===== config.mk =====
export PLATFORM = sky130hd
export DESIGN_NAME = issue_hazard_ctrl
export DESIGN_NICKNAME = d
export VERILOG_FILES = /design/src/rtl/issue_ctrl_pkg.sv /design/src/rtl/md_busy_timer.sv /design/src/rtl/issue_hazard_ctrl.sv
export SDC_FILE = /design/constraint.sdc
export NUM_CORES = 1
export LEC_CHECK = 0
export BUFFER_PORTS_ARGS = -buffer_cell sky130_fd_sc_hd__buf_2
export CAP_MARGIN = 5
export CORE_UTILIZATION = 38
export DETAILED_ROUTE_END_ITERATION = 6
export GPL_ROUTABILITY_DRIVEN = 0
export PLACE_DENSITY = 0.78
export SETUP_SLACK_MARGIN = 0.3
export SLEW_MARGIN = 25
export SYNTH_ARGS = -nofsm -noshare
export SYNTH_HDL_FRONTEND = slang
export SYNTH_SLANG_ARGS = --single-unit

===== constraint.sdc =====
create_clock -name clk -period 1.8 [get_ports clk]
set_input_delay 0.27 -clock clk [delete_from_list [all_inputs] [get_ports clk]]
set_output_delay 0.27 -clock clk [all_outputs]
set_load 0.03 [all_outputs]

===== src/rtl/issue_ctrl_pkg.sv =====
// ---------------------------------------------------------------------------
// issue_ctrl_pkg : shared types and helpers for the ID/EX issue hazard control.
// Rev 1.0
// ---------------------------------------------------------------------------
`default_nettype none

package issue_ctrl_pkg;

  localparam int REG_IDX_W = 5;
  localparam logic [31:0] NOP_INSTR = 32'd0;

  typedef enum logic [0:0] {
    ST_RUN   = 1'b0,
    ST_SPLIT = 1'b1
  } state_e;

  // Register 0 is hardwired, so it can never create a dependency.
  function automatic logic src_hit(input logic [REG_IDX_W-1:0] idx,
                                   input logic                 rd,
                                   input logic [REG_IDX_W-1:0] dest);
    return rd & (idx == dest) & (dest != '0);
  endfunction

endpackage

`default_nettype wire


===== src/rtl/md_busy_timer.sv =====
// ---------------------------------------------------------------------------
// md_busy_timer : counts down the cycles HI/LO stays unavailable after mult/div.
// Rev 1.0
// ---------------------------------------------------------------------------
`default_nettype none

module md_busy_timer #(
  parameter int LATENCY = 4
) (
  input  logic clk,
  input  logic reset,
  input  logic i_start,
  output logic o_busy
);

  localparam int            CW       = 4;
  localparam logic [CW-1:0] LOAD_VAL = CW'(LATENCY - 1);

  logic [CW-1:0] r_count;

  // A new start always reloads, even if a previous operation is still pending.
  always_ff @(posedge clk or negedge reset) begin
    if (!reset) begin
      r_count <= '0;
    end else if (i_start) begin
      r_count <= LOAD_VAL;
    end else if (r_count != '0) begin
      r_count <= r_count - 1'b1;
    end
  end

  assign o_busy = (r_count != '0);

endmodule

`default_nettype wire


===== src/rtl/issue_hazard_ctrl.sv =====
// ---------------------------------------------------------------------------
// issue_hazard_ctrl : PC / IF/ID / ID/EX sequencing for the dual-issue core.
// Optional stall statistics counter enabled by ISSUE_STALL_STATS_EN. Rev 1.0
// ---------------------------------------------------------------------------
`default_nettype none

module issue_hazard_ctrl
  import issue_ctrl_pkg::*;
#(
  parameter int MD_LATENCY = 4,
  parameter int RW         = REG_IDX_W
) (
  input  logic          clk,
  input  logic          reset,
  input  logic          id_valid0,
  input  logic          id_valid1,
  input  logic [RW-1:0] id_rs0,
  input  logic [RW-1:0] id_rt0,
  input  logic [RW-1:0] id_rs1,
  input  logic [RW-1:0] id_rt1,
  input  logic          id_rs_rd0,
  input  logic          id_rt_rd0,
  input  logic          id_rs_rd1,
  input  logic          id_rt_rd1,
  input  logic [RW-1:0] id_dest0,
  input  logic          id_we0,
  input  logic          id_hilo0,
  input  logic          id_hilo1,
  input  logic          ex_load0,
  input  logic          ex_load1,
  input  logic [RW-1:0] ex_dest0,
  input  logic [RW-1:0] ex_dest1,
  input  logic          md_start,
  input  logic          branch_taken,
  output logic          pc_en,
  output logic          ifid_en,
  output logic          ifid_flush,
  output logic          idex_bubble0,
  output logic          idex_bubble1,
  output logic          split_active,
  output logic [31:0]   stall_count
);

  state_e r_state;
  state_e w_nstate;
  logic   w_split, w_chk0, w_md_busy;
  logic   w_lu0, w_lu1, w_lu, w_md, w_pd;

  md_busy_timer #(.LATENCY(MD_LATENCY)) u_md_timer (
    .clk     (clk),
    .reset   (reset),
    .i_start (md_start),
    .o_busy  (w_md_busy)
  );

  // Slot0 already issued in the first half of a split, so it is not rechecked.
  assign w_split = (r_state == ST_SPLIT);
  assign w_chk0  = ~w_split & id_valid0;

  assign w_lu0 = w_chk0 &
      ((ex_load0 & (src_hit(id_rs0, id_rs_rd0, ex_dest0) | src_hit(id_rt0, id_rt_rd0, ex_dest0))) |
       (ex_load1 & (src_hit(id_rs0, id_rs_rd0, ex_dest1) | src_hit(id_rt0, id_rt_rd0, ex_dest1))));
  assign w_lu1 = id_valid1 &
      ((ex_load0 & (src_hit(id_rs1, id_rs_rd1, ex_dest0) | src_hit(id_rt1, id_rt_rd1, ex_dest0))) |
       (ex_load1 & (src_hit(id_rs1, id_rs_rd1, ex_dest1) | src_hit(id_rt1, id_rt_rd1, ex_dest1))));
  assign w_lu  = w_lu0 | w_lu1;
  assign w_md  = w_md_busy & ((w_chk0 & id_hilo0) | (id_valid1 & id_hilo1));
  assign w_pd  = ~w_split & id_valid0 & id_valid1 & id_we0 &
                 (src_hit(id_rs1, id_rs_rd1, id_dest0) | src_hit(id_rt1, id_rt_rd1, id_dest0));

  always_comb begin
    pc_en        = 1'b1;
    ifid_en      = 1'b1;
    ifid_flush   = 1'b0;
    idex_bubble0 = 1'b0;
    idex_bubble1 = 1'b0;
    w_nstate     = ST_RUN;
    if (branch_taken) begin
      ifid_flush   = 1'b1;
      idex_bubble0 = 1'b1;
      idex_bubble1 = 1'b1;
    end else if (w_lu || w_md) begin
      pc_en        = 1'b0;
      ifid_en      = 1'b0;
      idex_bubble0 = 1'b1;
      idex_bubble1 = 1'b1;
      w_nstate     = r_state;
    end else if (w_pd) begin
      pc_en        = 1'b0;
      ifid_en      = 1'b0;
      idex_bubble1 = 1'b1;
      w_nstate     = ST_SPLIT;
    end else if (w_split) begin
      idex_bubble0 = 1'b1;
    end
    // Reset must quiesce the pipeline immediately, not at the next edge.
    if (!reset) begin
      pc_en        = 1'b0;
      ifid_en      = 1'b0;
      ifid_flush   = 1'b1;
      idex_bubble0 = 1'b1;
      idex_bubble1 = 1'b1;
    end
  end

  always_ff @(posedge clk or negedge reset) begin
    if (!reset) begin
      r_state <= ST_RUN;
    end else begin
      r_state <= w_nstate;
    end
  end

  assign split_active = w_split;

`ifdef ISSUE_STALL_STATS_EN
  logic        w_stall_cyc;
  logic [31:0] r_stall_count;

  assign w_stall_cyc = ~branch_taken & (w_lu | w_md | w_pd);

  always_ff @(posedge clk or negedge reset) begin
    if (!reset) begin
      r_stall_count <= '0;
    end else if (w_stall_cyc) begin
      r_stall_count <= r_stall_count + 32'd1;
    end
  end

  assign stall_count = r_stall_count;
`else
  assign stall_count = 32'd0;
`endif

endmodule

`default_nettype wire


# Word-level counts from Yosys, hierarchy flattened
# Cells that the tools add are included.
[word_totals]
ff_bits = 5
elab_cells = 82
[op_classes]
n_eq_ne = 11
bitwise = 43
add_sub_neg = 1
muxes = 19
n_reduce_logical = 6
[ops]
columns = ["operator", "n"]
rows = [
  ["== test 5 bit", 10],
  ["AND 1 bit", 33],
  ["2-to-1 mux 1 bit", 17],
  ["nonzero test 5 bit", 3],
  ["OR 1 bit", 9],
  ["2-to-1 mux 4 bit", 2],
  ["nonzero test 4 bit", 1],
  ["subtractor 4 x 1 -> 4 bit (second input constant)", 1],
  ["!= test 2 bit (second input constant)", 1],
  ["nonzero test 2 bit", 1],
  ["logical OR 1 bit", 1],
  ["inverter 1 bit", 1],
]

# Longest topological paths before layout
[depth]
depth_word = 12
mapped_depth = 9
ltp_nobuf = 7

# Cells and area by module
# A second synthesis with hierarchy kept.
[unflattened]
cells_unflattened = 165
hier_area_um2 = 1285.0
[by_module_without_submodules]
columns = ["mod", "area_each_um2", "cells_per_inst", "n_inst"]
rows = [
  ["issue_hazard_ctrl", 1047.3, 143, 1],
  ["md_busy_timer", 237.7, 22, 1],
]

# Worst setup path before layout
# No wires, ideal clock.
[synth_path]
kind = "input to output"
start = "input port ex_dest0[0]"
end = "output port pc_en"
cell_stages = 7
t_arrival_ps = 1901
required_ps = 1530
slack_ps = -371
cell_sequence = "buf_2 or4_1 o21ai_1 o21ai_1 nor3b_1 o21a_1 buf_4"
[synth_via]
elab_chain_cells = 12
[synth_lines]
columns = ["element", "line", "source"]
rows = [
  ["from (decl)", "issue_hazard_ctrl.sv:31", "input logic [RW-1:0] ex_dest0,"],
  ["== test 5 bit", "issue_ctrl_pkg.sv:21", "return rd & (idx == dest) & (dest != '0);"],
  ["AND 1 bit (2 in series)", "issue_ctrl_pkg.sv:21", ""],
  ["OR 1 bit (on tied branches)", "issue_hazard_ctrl.sv:61, issue_hazard_ctrl.sv:64", ""],
  ["AND 1 bit (on tied branches)", "issue_hazard_ctrl.sv:61, issue_hazard_ctrl.sv:64", ""],
  ["OR 1 bit (on tied branches)", "issue_hazard_ctrl.sv:61, issue_hazard_ctrl.sv:64", ""],
  ["AND 1 bit (on tied branches)", "issue_hazard_ctrl.sv:60, issue_hazard_ctrl.sv:63", ""],
  ["OR 1 bit *", "issue_hazard_ctrl.sv:66", "assign w_lu = w_lu0 | w_lu1;"],
  ["logical OR 1 bit *", "issue_hazard_ctrl.sv:82", "end else if (w_lu || w_md) begin"],
  ["2-to-1 mux 1 bit * (3 in series)", "--", ""],
  ["to (decl)", "issue_hazard_ctrl.sv:35", "output logic pc_en,"],
]
# Mark *: on every way between the ends. The rest lies on a longest branch, timed or not.

# Final worst setup path
[layout_path]
start = "input port id_dest0[0]"
end = "output port ifid_en"
[layout_via]
elab_chain_cells = 9
[layout_lines]
columns = ["element", "line", "source"]
rows = [
  ["from (decl)", "issue_hazard_ctrl.sv:25", "input logic [RW-1:0] id_dest0,"],
  ["== test 5 bit", "issue_ctrl_pkg.sv:21", ""],
  ["AND 1 bit (2 in series)", "issue_ctrl_pkg.sv:21", ""],
  ["OR 1 bit *", "issue_hazard_ctrl.sv:69", "(src_hit(id_rs1, id_rs_rd1, id_dest0) | src_hit(id_rt1, id_rt_rd1, id_dest0));"],
  ["AND 1 bit *", "issue_hazard_ctrl.sv:68", "assign w_pd = ~w_split & id_valid0 & id_valid1 & id_we0 &"],
  ["2-to-1 mux 1 bit *", "issue_hazard_ctrl.sv:88", "end else if (w_pd) begin"],
  ["2-to-1 mux 1 bit *", "issue_hazard_ctrl.sv:82", ""],
  ["2-to-1 mux 1 bit *", "issue_hazard_ctrl.sv:78", "if (branch_taken) begin"],
  ["2-to-1 mux 1 bit *", "issue_hazard_ctrl.sv:97", "if (!reset) begin"],
  ["to (decl)", "issue_hazard_ctrl.sv:36", "output logic ifid_en,"],
]
# Marked as above.

==> flow_summary.ini <==
[die]
die_y_um = 59.1
die_x_um = 59.1
io_pins = 88
core.rowCount = 20
dieArea_um2 = 3490
core_region_area_um2 = 3080
initial_core_util_pct = 40.2

[cts]
path_clk_slew_ps = 40
cts_inserted_buffers = 3
htree_levels = 1
insertion_delay_ps = 240
cts_tree = done
cts-root-buf = clkbuf_4
cts_sinks = 5
cts.path.max_buffers = 2

[synthesis]
avgSynthCellArea_um2 = 7.55
ys_ff_latch = 5
yosysSeqAreaShare_pct = 10.1
syn-cell-area_um2 = 1240
synth-edff-count = 0
synth_top_area_share_pct = 30.4
postSynth.asyncResetShare_pct = 100
yosysMostFrequentCell = xnor2_1
synth_cell_types = 31
ys.flop_type = dfrtp_1
syn_inst = 164
ys_warn_count = 0
yosys-top-cells-area = xnor2_1 (30%), buf_4 (20%), dfrtp_1 (10%)
synth.top_cells.by_count = xnor2_1 (43), buf_4 (33), nand2_1 (13), nand4_1 (8), xor2_1 (8)
synth_area_leader_cell = xnor2_1

[setup_path]
critPathLaunchType = primary input
worstPathCellList = buf_8, xor2_2, nor4_2, nand3_1, a221o_1, nor3b_2, o21a_2, buf_6
critPathArrivalTime_ps = 1820
r2r-start = split_active$_DFFE_PN0P_
crit_family = compound AO/OA/AOI/OAI gates
crit_required_ps = 1530
timing_worst_setup_path_type = in -> out
rrSetupSlack_ps = 160
cp_num_buf_inv = 2
r2r_end = split_active$_DFFE_PN0P_
cp_slowest_cell = a221o_1
end_kind = output port
max_stage_delay_ps = 360
path_max_fanout = 3
reg2regPathDepth = 7

[global_route]
grt_max_degree = 6
grt_overflow = 0
antenna_found_initial = 0
grt_pass1_vias = 1139
grt_usage_pct = 18.2
grt_first_pass_wirelength_mm = 4.85

[place]
hpwl_mm = 2.55
placed_area_um2 = 1570
dp_slack_ps = -299
io_buffers = 55

[hold_path]
holdPathEnd = u_md_timer.r_count[2]$_DFFE_PN0P_
hp-start = md_start
hold_class = in -> reg
hold_depth = 2

[sta]
whs_ps = 217
period_share_pct = 116
slew_violations = 0
fmax_mhz = 478
hold_viol = 0
min_period_ps = 2090
fin_ws_ps = -291
clock_skew_ps = 2.40
rsz0062_at_grt = yes
fin_tns_setup_ps = -891
finalSetupViolCount = 4

[power]
powerDensity_nw_per_um2 = 421
power_leakage_uw = 0.000823
max-vdd-ir-drop_uv = 151
p_total_uw = 761

[flow_run]
drv_cap = 0

[routing]
wl_mm = 3.20
via_count = 1281
drtAntennaViolNets = 0
drc = 0
firstDrtPassIters = 4
vias_per_cell = 4.54
first_iter_violations = 14
detail_route.wl_per_cell_um = 11.4

[status]
status = finished, violations left
violations = setup timing

[final_layout]
area_growth_pct = 46.0
design.final.nets = 290
num_antenna_cells = 0
drive_gt1_share_pct = 42.9
design_area_um2 = 1810
-- per-layer routing --
metal | up-vias | part of all wire, % | global-route usage [%] | wire, um
li1 | 623 | - | - | -
met1 | 581 | 43 | 23.5 | 1380
met2 | 71 | 50 | 31.0 | 1610
met3 | 6 | 5.2 | 2.40 | 168
met4 | 0 | 1.4 | 6.12 | 44
met5 | - | 0 | 0 | 0
-- how the worst max path moves through the flow --
stage                          to  depth (start not counted)         from  slack (ps)
after detailed placement  ifid_en                          8    id_rs1[0]        -300
after CTS                 ifid_en                          8  id_dest0[2]        -280
after global placement    ifid_en                          8    id_rt1[0]        -270
after global routing        pc_en                          9  id_dest0[2]        -350
final                     ifid_en                          8  id_dest0[0]        -290
after floorplan             pc_en                          7  ex_dest1[1]        -200
-- final cells by class --
cell class                 count  area, um2
timing repair buffer          82        577
sequential                     5        125
multi-input combinational    145       1020
tap                           44       55.1
fill                         299       1270
inverter                       2       7.51
clock buffer                   4       26.3
-- cells by family (layout without fill, tap and decap cells) --
logic type	Yosys count	after routing	synth area share, %
flops	5	5	10.1
buf+inv	45	88	24.2
xor+xnor	51	51	36.1
mux	1	1	0.910
other cells	1	32	0.303
fa+ha+maj	1	1	1.01
compound gates	16	16	9.10
simple gates	44	44	18.3
-- report_power, final --
group / switching, uW / internal, uW / leakage (uW) / total [uW]
sequential: 10.4 / 126 / 0.0000623 / 136
clock: 40.8 / 83.5 / 0.0000150 / 124
combinational: 281 / 219 / 0.000746 / 501
-- placed cells by master (no fill, tap or decap), drive strengths merged --
cell | Yosys | final
a22oi | 2 | 2
nor2 | 5 | 5
o21ai | 5 | 5
nand2b | 4 | 4
nand3 | 3 | 3
buf | 39 | 81
clkbuf | 4 | 4
dlygate4sd3 | 0 | 1
dfrtp | 5 | 5
nor3 | 3 | 3
nand4 | 8 | 8
mux2 | 1 | 1
a22o | 1 | 1
o41ai | 1 | 1
a21oi | 1 | 1
nor2b | 2 | 2
o22ai | 4 | 4
o21a | 1 | 1
or3 | 1 | 1
a221o | 1 | 1
nor3b | 1 | 1
nand2 | 13 | 13
nor4 | 2 | 2
or4 | 2 | 2
xor2 | 8 | 8
ha | 1 | 1
conb | 1 | 32
inv | 2 | 2
xnor2 | 43 | 43
-- state kept, by name, indices dropped and copies added (netlist names) --
name                flops
u_md_timer.r_count      4
split_active            1
-- through the flow --
step / utilization, % / instances
global route: 58.7 / 282
floorplan: - / 195
finish: 58.7 / 282
detailed placement: 50.9 / 273
global placement: 50.9 / 273
CTS: 53.7 / 279
-- timing repair --
item	CTS	global route
endpoints found under the hold margin	5	0
setup endpoints to repair	5	5
hold buffers	1	0
gates resized for setup	13	33
pin swaps	7	12
setup buffers	1	3
Note: power is estimated with default switching activity, not from simulation.
